[src/rtl/perip_pump_ctrl.sv]
// Memory-mapped irrigation pump controller: timed runs, enforced cool-down, tank-low sync.
// Optional dry-run protection is enabled by defining PUMP_DRYRUN_EN.
module perip_pump_ctrl #(
    parameter int unsigned CLK_FREQ = 25000000,
    parameter int unsigned MAX_RUN  = 600
) (
    input  logic        clk,
    input  logic        resetn,
    input  logic [31:0] d_in,
    input  logic        cs,
    input  logic [31:0] addr,
    input  logic        rd,
    input  logic        wr,
    output logic [31:0] d_out,
    input  logic        tank_low,
    output logic        pump
);

    localparam int unsigned PW = (CLK_FREQ > 1) ? $clog2(CLK_FREQ) : 1;
    localparam logic [PW-1:0] PRESC_LAST = PW'(CLK_FREQ - 1);
    localparam logic [15:0] MAX16 = 16'(MAX_RUN);

    localparam logic [2:0] A_CTRL    = 3'd0;
    localparam logic [2:0] A_RUNTIME = 3'd1;
    localparam logic [2:0] A_MINOFF  = 3'd2;
    localparam logic [2:0] A_STATUS  = 3'd3;
    localparam logic [2:0] A_REMAIN  = 3'd4;

    typedef enum logic [1:0] {
        IDLE     = 2'd0,
        RUN      = 2'd1,
        COOLDOWN = 2'd2,
        FAULT    = 2'd3
    } state_e;

    state_e        state_q, state_d;
    logic [15:0]   run_time_q, run_time_d;
    logic [15:0]   min_off_q, min_off_d;
    logic [15:0]   remain_q, remain_d;
    logic [PW-1:0] presc_q, presc_d;
    logic          rejected_q, rejected_d;
    logic          fault_q, fault_d;
    logic          pump_q, pump_d;
    logic [31:0]   d_out_q, d_out_d;
    logic          tl_meta_q, tl_sync_q;

    logic [2:0]    sel;
    logic          wr_en, rd_en;
    logic          start, stop, clear, tick;
    logic [31:0]   rdata;
    logic          unused_bits;

    assign unused_bits = ^{addr[31:5], addr[1:0], d_in[31:16]};

    assign sel   = addr[4:2];
    assign wr_en = cs & wr;
    assign rd_en = cs & rd;
    // STOP dominates START within one CTRL write.
    assign start = wr_en && (sel == A_CTRL) && d_in[0] && !d_in[1];
    assign stop  = wr_en && (sel == A_CTRL) && d_in[1];
    assign clear = wr_en && (sel == A_CTRL) && d_in[2];
    assign tick  = (presc_q == PRESC_LAST);

    function automatic logic [15:0] clamp(input logic [15:0] v);
        return (v > MAX16) ? MAX16 : v;
    endfunction

    always_comb begin
        state_d    = state_q;
        remain_d   = remain_q;
        rejected_d = rejected_q;
        run_time_d = run_time_q;
        min_off_d  = min_off_q;

        case (state_q)
            IDLE: begin
                if (start) begin
`ifdef PUMP_DRYRUN_EN
                    if (tl_sync_q) begin
                        state_d  = FAULT;
                        remain_d = '0;
                    end else
`endif
                    if (run_time_q != '0) begin
                        state_d  = RUN;
                        remain_d = run_time_q;
                    end else begin
                        rejected_d = 1'b1;
                    end
                end
            end
            RUN: begin
                // A fault outranks both STOP and the final tick.
`ifdef PUMP_DRYRUN_EN
                if (tl_sync_q) begin
                    state_d  = FAULT;
                    remain_d = '0;
                end else
`endif
                if (stop || (tick && remain_q <= 16'd1)) begin
                    if (min_off_q != '0) begin
                        state_d  = COOLDOWN;
                        remain_d = min_off_q;
                    end else begin
                        state_d  = IDLE;
                        remain_d = '0;
                    end
                end else if (tick) begin
                    remain_d = remain_q - 16'd1;
                end
            end
            COOLDOWN: begin
                if (start) begin
                    rejected_d = 1'b1;
                end
                if (tick) begin
                    if (remain_q <= 16'd1) begin
                        state_d  = IDLE;
                        remain_d = '0;
                    end else begin
                        remain_d = remain_q - 16'd1;
                    end
                end
            end
            FAULT: begin
                if (clear && !tl_sync_q) begin
                    state_d = IDLE;
                end
            end
            default: state_d = IDLE;
        endcase

        if (clear) begin
            rejected_d = 1'b0;
        end

        if (wr_en && sel == A_RUNTIME) begin
            run_time_d = clamp(d_in[15:0]);
        end
        if (wr_en && sel == A_MINOFF) begin
            min_off_d = clamp(d_in[15:0]);
        end
    end

    always_comb begin
        pump_d = (state_d == RUN);
`ifdef PUMP_DRYRUN_EN
        fault_d = (state_d == FAULT);
`else
        fault_d = 1'b0;
`endif
        presc_d = (state_d != state_q || tick) ? '0 : presc_q + PW'(1);

        rdata = '0;
        case (sel)
            A_RUNTIME: rdata = {16'b0, run_time_q};
            A_MINOFF:  rdata = {16'b0, min_off_q};
            A_STATUS:  rdata = {26'b0, tl_sync_q, rejected_q, fault_q, pump_q, state_q};
            A_REMAIN:  rdata = {16'b0, remain_q};
            default:   rdata = '0;
        endcase
        d_out_d = rd_en ? rdata : d_out_q;
    end

    always_ff @(posedge clk or negedge resetn) begin
        if (!resetn) begin
            state_q    <= IDLE;
            run_time_q <= '0;
            min_off_q  <= '0;
            remain_q   <= '0;
            presc_q    <= '0;
            rejected_q <= 1'b0;
            fault_q    <= 1'b0;
            pump_q     <= 1'b0;
            d_out_q    <= '0;
            tl_meta_q  <= 1'b0;
            tl_sync_q  <= 1'b0;
        end else begin
            state_q    <= state_d;
            run_time_q <= run_time_d;
            min_off_q  <= min_off_d;
            remain_q   <= remain_d;
            presc_q    <= presc_d;
            rejected_q <= rejected_d;
            fault_q    <= fault_d;
            pump_q     <= pump_d;
            d_out_q    <= d_out_d;
            tl_meta_q  <= tank_low;
            tl_sync_q  <= tl_meta_q;
        end
    end

    assign pump  = pump_q;
    assign d_out = d_out_q;

endmodule
[config.mk]
export PLATFORM = sky130hd
export DESIGN_NAME = perip_pump_ctrl
export DESIGN_NICKNAME = d
export VERILOG_FILES = /design/src/rtl/perip_pump_ctrl.sv
export SDC_FILE = /design/constraint.sdc
export NUM_CORES = 1
export LEC_CHECK = 0
export ABC_AREA = 1
export BUFFER_PORTS_ARGS = -buffer_cell sky130_fd_sc_hd__buf_2
export CAP_MARGIN = 20
export CORE_MARGIN = 4
export CORE_UTILIZATION = 40
export CTS_BUF_LIST = sky130_fd_sc_hd__clkbuf_16
export DETAILED_ROUTE_END_ITERATION = 8
export PLACE_DENSITY = 0.72
export RECOVER_POWER = 100
export SLEW_MARGIN = 20
export SYNTH_ARGS = -nofsm -noshare
export SYNTH_HDL_FRONTEND = slang
export SYNTH_SLANG_ARGS = --single-unit
[constraint.sdc]
create_clock -name clk -period 5.8 [get_ports clk]
set_input_delay 1.74 -clock clk [delete_from_list [all_inputs] [get_ports clk]]
set_output_delay 1.74 -clock clk [all_outputs]
set_load 0.05 [all_outputs]
# After elaboration in Yosys (flattened, before gate mapping)
# Index checks and enable logic that the tools add are counted.
[totals]
ff_bits = 111
input_bits = 70
output_inout_bits = 33
word_cells = 78
[classes]
addsub = 2
order_cmp = 2
eq_ne = 17
n_mux = 24
bitwise = 2
n_reduce_logical = 21
[ops]
columns = ["op", "count"]
rows = [
  ["$mux 16", 8],
  ["$pmux 16 s4", 1],
  ["$pmux 16 s3", 1],
  ["$reduce_bool 16->1", 2],
  ["$add 25x1->25 const B", 1],
  ["$eq 25x25->1 const B", 1],
  ["$mux 25", 1],
  ["$gt 16x10->1 const B", 1],
  ["$le 16x1->1 const B", 1],
  ["$sub 16x1->16 const B", 1],
  ["$mux 2", 7],
  ["$ne 3x3->1 const B", 4],
  ["$logic_and 1x1->1", 9],
  ["$pmux 2 s4", 1],
  ["$eq 3x2->1 const B", 2],
  ["$ne 2x2->1 const B", 3],
  ["$reduce_bool 3->1", 2],
  ["$reduce_and 5->1", 1],
  ["$eq 2x1->1 const B", 2],
  ["$eq 2x2->1 const B", 2],
  ["$mux 1", 4],
  ["$reduce_and 4->1", 1],
  ["$eq 3x1->1 const B", 1],
  ["$eq 3x3->1 const B", 1],
  ["7 further kinds", 10],
]

# Longest topological paths before layout
[logic_depth]
depth_word = 9
mapped_depth = 15
mapped_depth_nobuf = 14

# Worst setup path after synthesis
# No wires, ideal clock.
[synth_path]
path_kind = "input -> register"
startpoint = "input addr[2]"
endpoint = "register remain_q[2]"
setup_ns = 0.124
arrival_time_ns = 2.908
t_required_ns = 5.676
slack_ns = 2.768
cell_stages = 11
n_path_buf = 1
path_cell_list = "nor2_1 > nand3_1 > nor3_2 > nand2_1 > nand2_1 > nand2_1 > nor2_2 > inv_2 > buf_2 > a21oi_1 > a21oi_1"
[synth_via]
elab_chain_len = 6
elab_cells_between_ends = 11
cone_classes = "eq/ne (2); mux (2); reduce/logical (7)"
[synth_rtl]
columns = ["element", "line", "source"]
rows = [
  ["start: declaration", "11", "input logic [31:0] addr,"],
  ["$logic_not 3->1 *", "59, 60", ""],
  ["$logic_and 1x1->1 *", "59, 60", ""],
  ["$logic_and 1x1->1, on equally long branches", "60, 59", ""],
  ["$logic_or 1x1->1 / $logic_and 1x1->1 (equally long branches)", "100, 59", ""],
  ["$ne 3x3->1 (no source line) (tied with other cells)", "-", ""],
  ["$reduce_and 5->1 (no source line) / $pmux 16 s3 (equally long branches)", "-", ""],
  ["end signal: assignment", "182", "remain_q <= remain_d;"],
  ["end: declaration", "39", "logic [15:0] remain_q, remain_d;"],
]
# Mark *: on every way between the ends. The rest lies on a longest branch, timed or not.
# A chain may end at the register's enable or synchronous reset.

# Worst setup path after layout
[layout_path]
startpoint = "input addr[2]"
endpoint = "register run_time_q[9]"
[layout_via]
elab_chain_len = 2
[layout_rtl]
columns = ["element", "line", "source"]
rows = [
  ["$eq 3x1->1", "137", "if (wr_en && sel == A_RUNTIME) begin"],
  ["$logic_and 1x1->1", "137", ""],
  ["end signal: assignment", "180", "run_time_q <= run_time_d;"],
  ["end: declaration", "37", "logic [15:0] run_time_q, run_time_d;"],
]
# Every way passes these cells.

==> results.ini <==
[critical_path]
arrival_ns = 4.52
start_kind = primary input
cp_common_cell = inv_1
r2r_setup_slack_ns = 2.86
regToRegEndpoint = presc_q[11]$_DFF_PN0_
critical_path.max_stage_delay_ns = 0.81
criticalPathCategory = primary input to register
required_ns = 6.08
worstPathMaxFanout = 23
slowest_stage = nor2_2
crit_chain = clkbuf_1, inv_1, nor3_1, clkinv_1, nor2_2, inv_1, o21ai_0
reg2reg_from = remain_q[0]$_DFFE_PN0P_
r2r_cells = 12
endpoint_kind = register

[cells_and_area]
fin_cells = 934
stdcell_area_um2 = 6050
syn2layout_area_growth_pct = 9.81
fill_cells = 1328
drive_gt1_share_pct = 9.76
seq_area_um2 = 2380
antennaDiodeCount = 0
fin_nets = 831
multi_input_area_um2 = 2620

[timing]
tns_ns = 0
rsz0062_at_grt = no
slew_violations = 58
setup_viol = 0
fmax_ghz = 0.236
period_minus_slack_ns = 4.24
worst_pin_slew_ns = 3.01
fin_skew_ns = 0.0133
maxSlewHeadroom_pct = -100
final.period_utilization_pct = 73.1
whs_ns = 0.357
hold_violations = 0

[power]
leakagePower_nw = 2.68
powerDensity_nw_per_um2 = 369
vdd_drop_max_mv = 0.165
power_w = 0.00223

[global_routing]
grt_pass1_wl_um = 21400
globalRouteOverflowTotal = 0
grt_start_max_net_pins = 58
grt_pass1_vias = 4484
antenna_found_initial = 0
track_usage_pct = 16.6

[placed_design]
io_buffer_count = 41
placed_cells = 918
hpwl_um = 9760
dpl_cell_area_um2 = 5800
place_congestion = 0.897

[floorplan]
core-area_um2 = 13300
die_w_um = 125
die-area_um2 = 15700
boundaryPins = 103
fp-row-count = 42
start_util_pct = 41.3
die_h_um = 125

[routing]
vias = 4704
firstDrtPassIters = 4
antenna_left = 0
drtIter0Drc = 355
vias_per_cell = 5.04
wirelength_um = 12900
wire_per_inst_um = 13.9
drc_errors = 0

[clock_tree]
postCtsSetupBuffers = 0
cts_made_buffers = 9
insertion_delay_ns = 0.36
postCtsHoldBufs = 0
cts_resized = 0
cts_max_level = 3
clk_pin_slew_ns = 0.08
cts_tree = yes
numClockSinks = 95
cts_root_buffer = clkbuf_16
clock_path_buffers = 2

[min_path]
hold_depth = 0
min-delay-start = tl_meta_q$_DFF_PN0_
holdPathEnd = tl_sync_q$_DFF_PN0_
hold_path_class = register to register

[logic_synthesis]
synth.ff_latch_count = 95
synth_top_area_share_pct = 43.1
ys_warn_count = 0
avgSynthCellArea_um2 = 7.69
synth_edf_count = 0
yosysSeqAreaShare_pct = 43.1
syn_area_um2 = 5510
synth_area_leaders = dfrtp_1 43%, nand2_1 11%, inv_1 6.0%, xor2_1 5.1%, nor2_1 4.8%
async_reset_ff_share_pct = 100
yosys.area.top_type = dfrtp_1
synth-main-ff-cell = dfrtp_1
synth_cells = 717
synth_cell_types = 34

[job]
drv_cap = 1

[run_status]
status = finished with violations
violations = max-capacitance violations, max-slew violations

## cells in the final DEF (no fill, tap or decap), drive strengths merged, types with 8 or more instances in the layout
| cell | instances |
|---|---|
| nor2 | 99 |
| ha | 8 |
| xor2 | 32 |
| nand3 | 26 |
| conb | 16 |
| inv | 93 |
| dfrtp | 95 |
| a21oi | 33 |
| clkbuf | 30 |
| o211ai | 14 |
| nand2 | 170 |
| o22ai | 13 |
| o21ai | 50 |
| nand4 | 13 |
| buf | 22 |
| nor3 | 20 |
## sequential cells by signal (all words and copies together), names as in the netlist
register / flops
presc_q: 25
d_out: 16
min_off_q: 16
remain_q: 16
run_time_q: 16
state_q: 2
pump: 1
rejected_q: 1
tl_meta_q: 1
tl_sync_q: 1
## per-stage QoR
step	util [%]	setup WS (ns)
2_1_floorplan	-	2.77
3_3_place_gp	43.5	1.79
3_5_place_dp	43.5	1.77
4_1_cts	45.7	2.15
5_1_grt	45.3	1.05
6_report	45.3	1.56
## critical path, delay by kind of cell
kind | cells | cell delay, ns
AND/OR/NAND/NOR | 2 | 1.56
buffers and inverters | 4 | 1.00
AO/OA/AOI/OAI | 1 | 0.22
## kinds of logic after synthesis
family | count (synthesis) | synth area share, %
other cells | 1 | 0.0681
buf+inv | 124 | 9.97
fa+ha+maj | 8 | 1.82
compound gates | 114 | 11.6
simple gates | 339 | 27.7
xor+xnor | 36 | 5.72
flops | 95 | 43.1
## synth_stat cells, types with 13 or more instances
master and n:
nor2_2 26, inv_1 88, a21oi_1 33, nor2_1 71, nand4_1 13, o21ai_0 48, buf_4 17, dfrtp_1 95
nor3_1 18, xor2_1 32, nand3_1 23, nand2_1 165, o211ai_1 14, o22ai_1 13
## worst max-delay path by stage
stage | start | to | slack (ns) | depth (start not counted)
5_1_grt | resetn | d_out[1]$_DFFE_PN0P_ | 1.05 | 2
3_3_place_gp | addr[3] | run_time_q[8]$_DFFE_PN0P_ | 1.79 | 7
2_1_floorplan | addr[2] | remain_q[2]$_DFFE_PN0P_ | 2.77 | 11
6_report | addr[2] | run_time_q[9]$_DFFE_PN0P_ | 1.56 | 7
3_5_place_dp | addr[3] | run_time_q[9]$_DFFE_PN0P_ | 1.77 | 7
4_1_cts | addr[3] | run_time_q[9]$_DFFE_PN0P_ | 2.15 | 6
## where the power goes
group | internal, W | switching, W | leakage [nW]
Sequential | 0.000796 | 0.000126 | 1.24
Combinational | 0.000213 | 0.000507 | 1.31
Clock | 0.000305 | 0.000286 | 0.141
Total | 0.00131 | 0.000918 | 2.68
## cell type report
| type | instances | share of cell area (%) |
|---|---|---|
| multi-input cells | 513 | 43.3 |
| well taps | 176 | 3.64 |
| repair buffers | 43 | 3.16 |
| inverters | 91 | 5.65 |
| clock buffers | 9 | 3.72 |
| clock inverters | 7 | 1.22 |
| flip-flops and latches | 95 | 39.3 |
## per-layer routing
layer / wire length, µm / vias up / track usage [%]
met5: 0 / - / 0
li1: - / 2351 / -
met3: 611 / 29 / 2.56
met2: 6120 / 122 / 26.4
met1: 5870 / 2202 / 23.0
met4: 347 / 0 / 6.31
No activity file was read; power rests on OpenSTA's default activity.
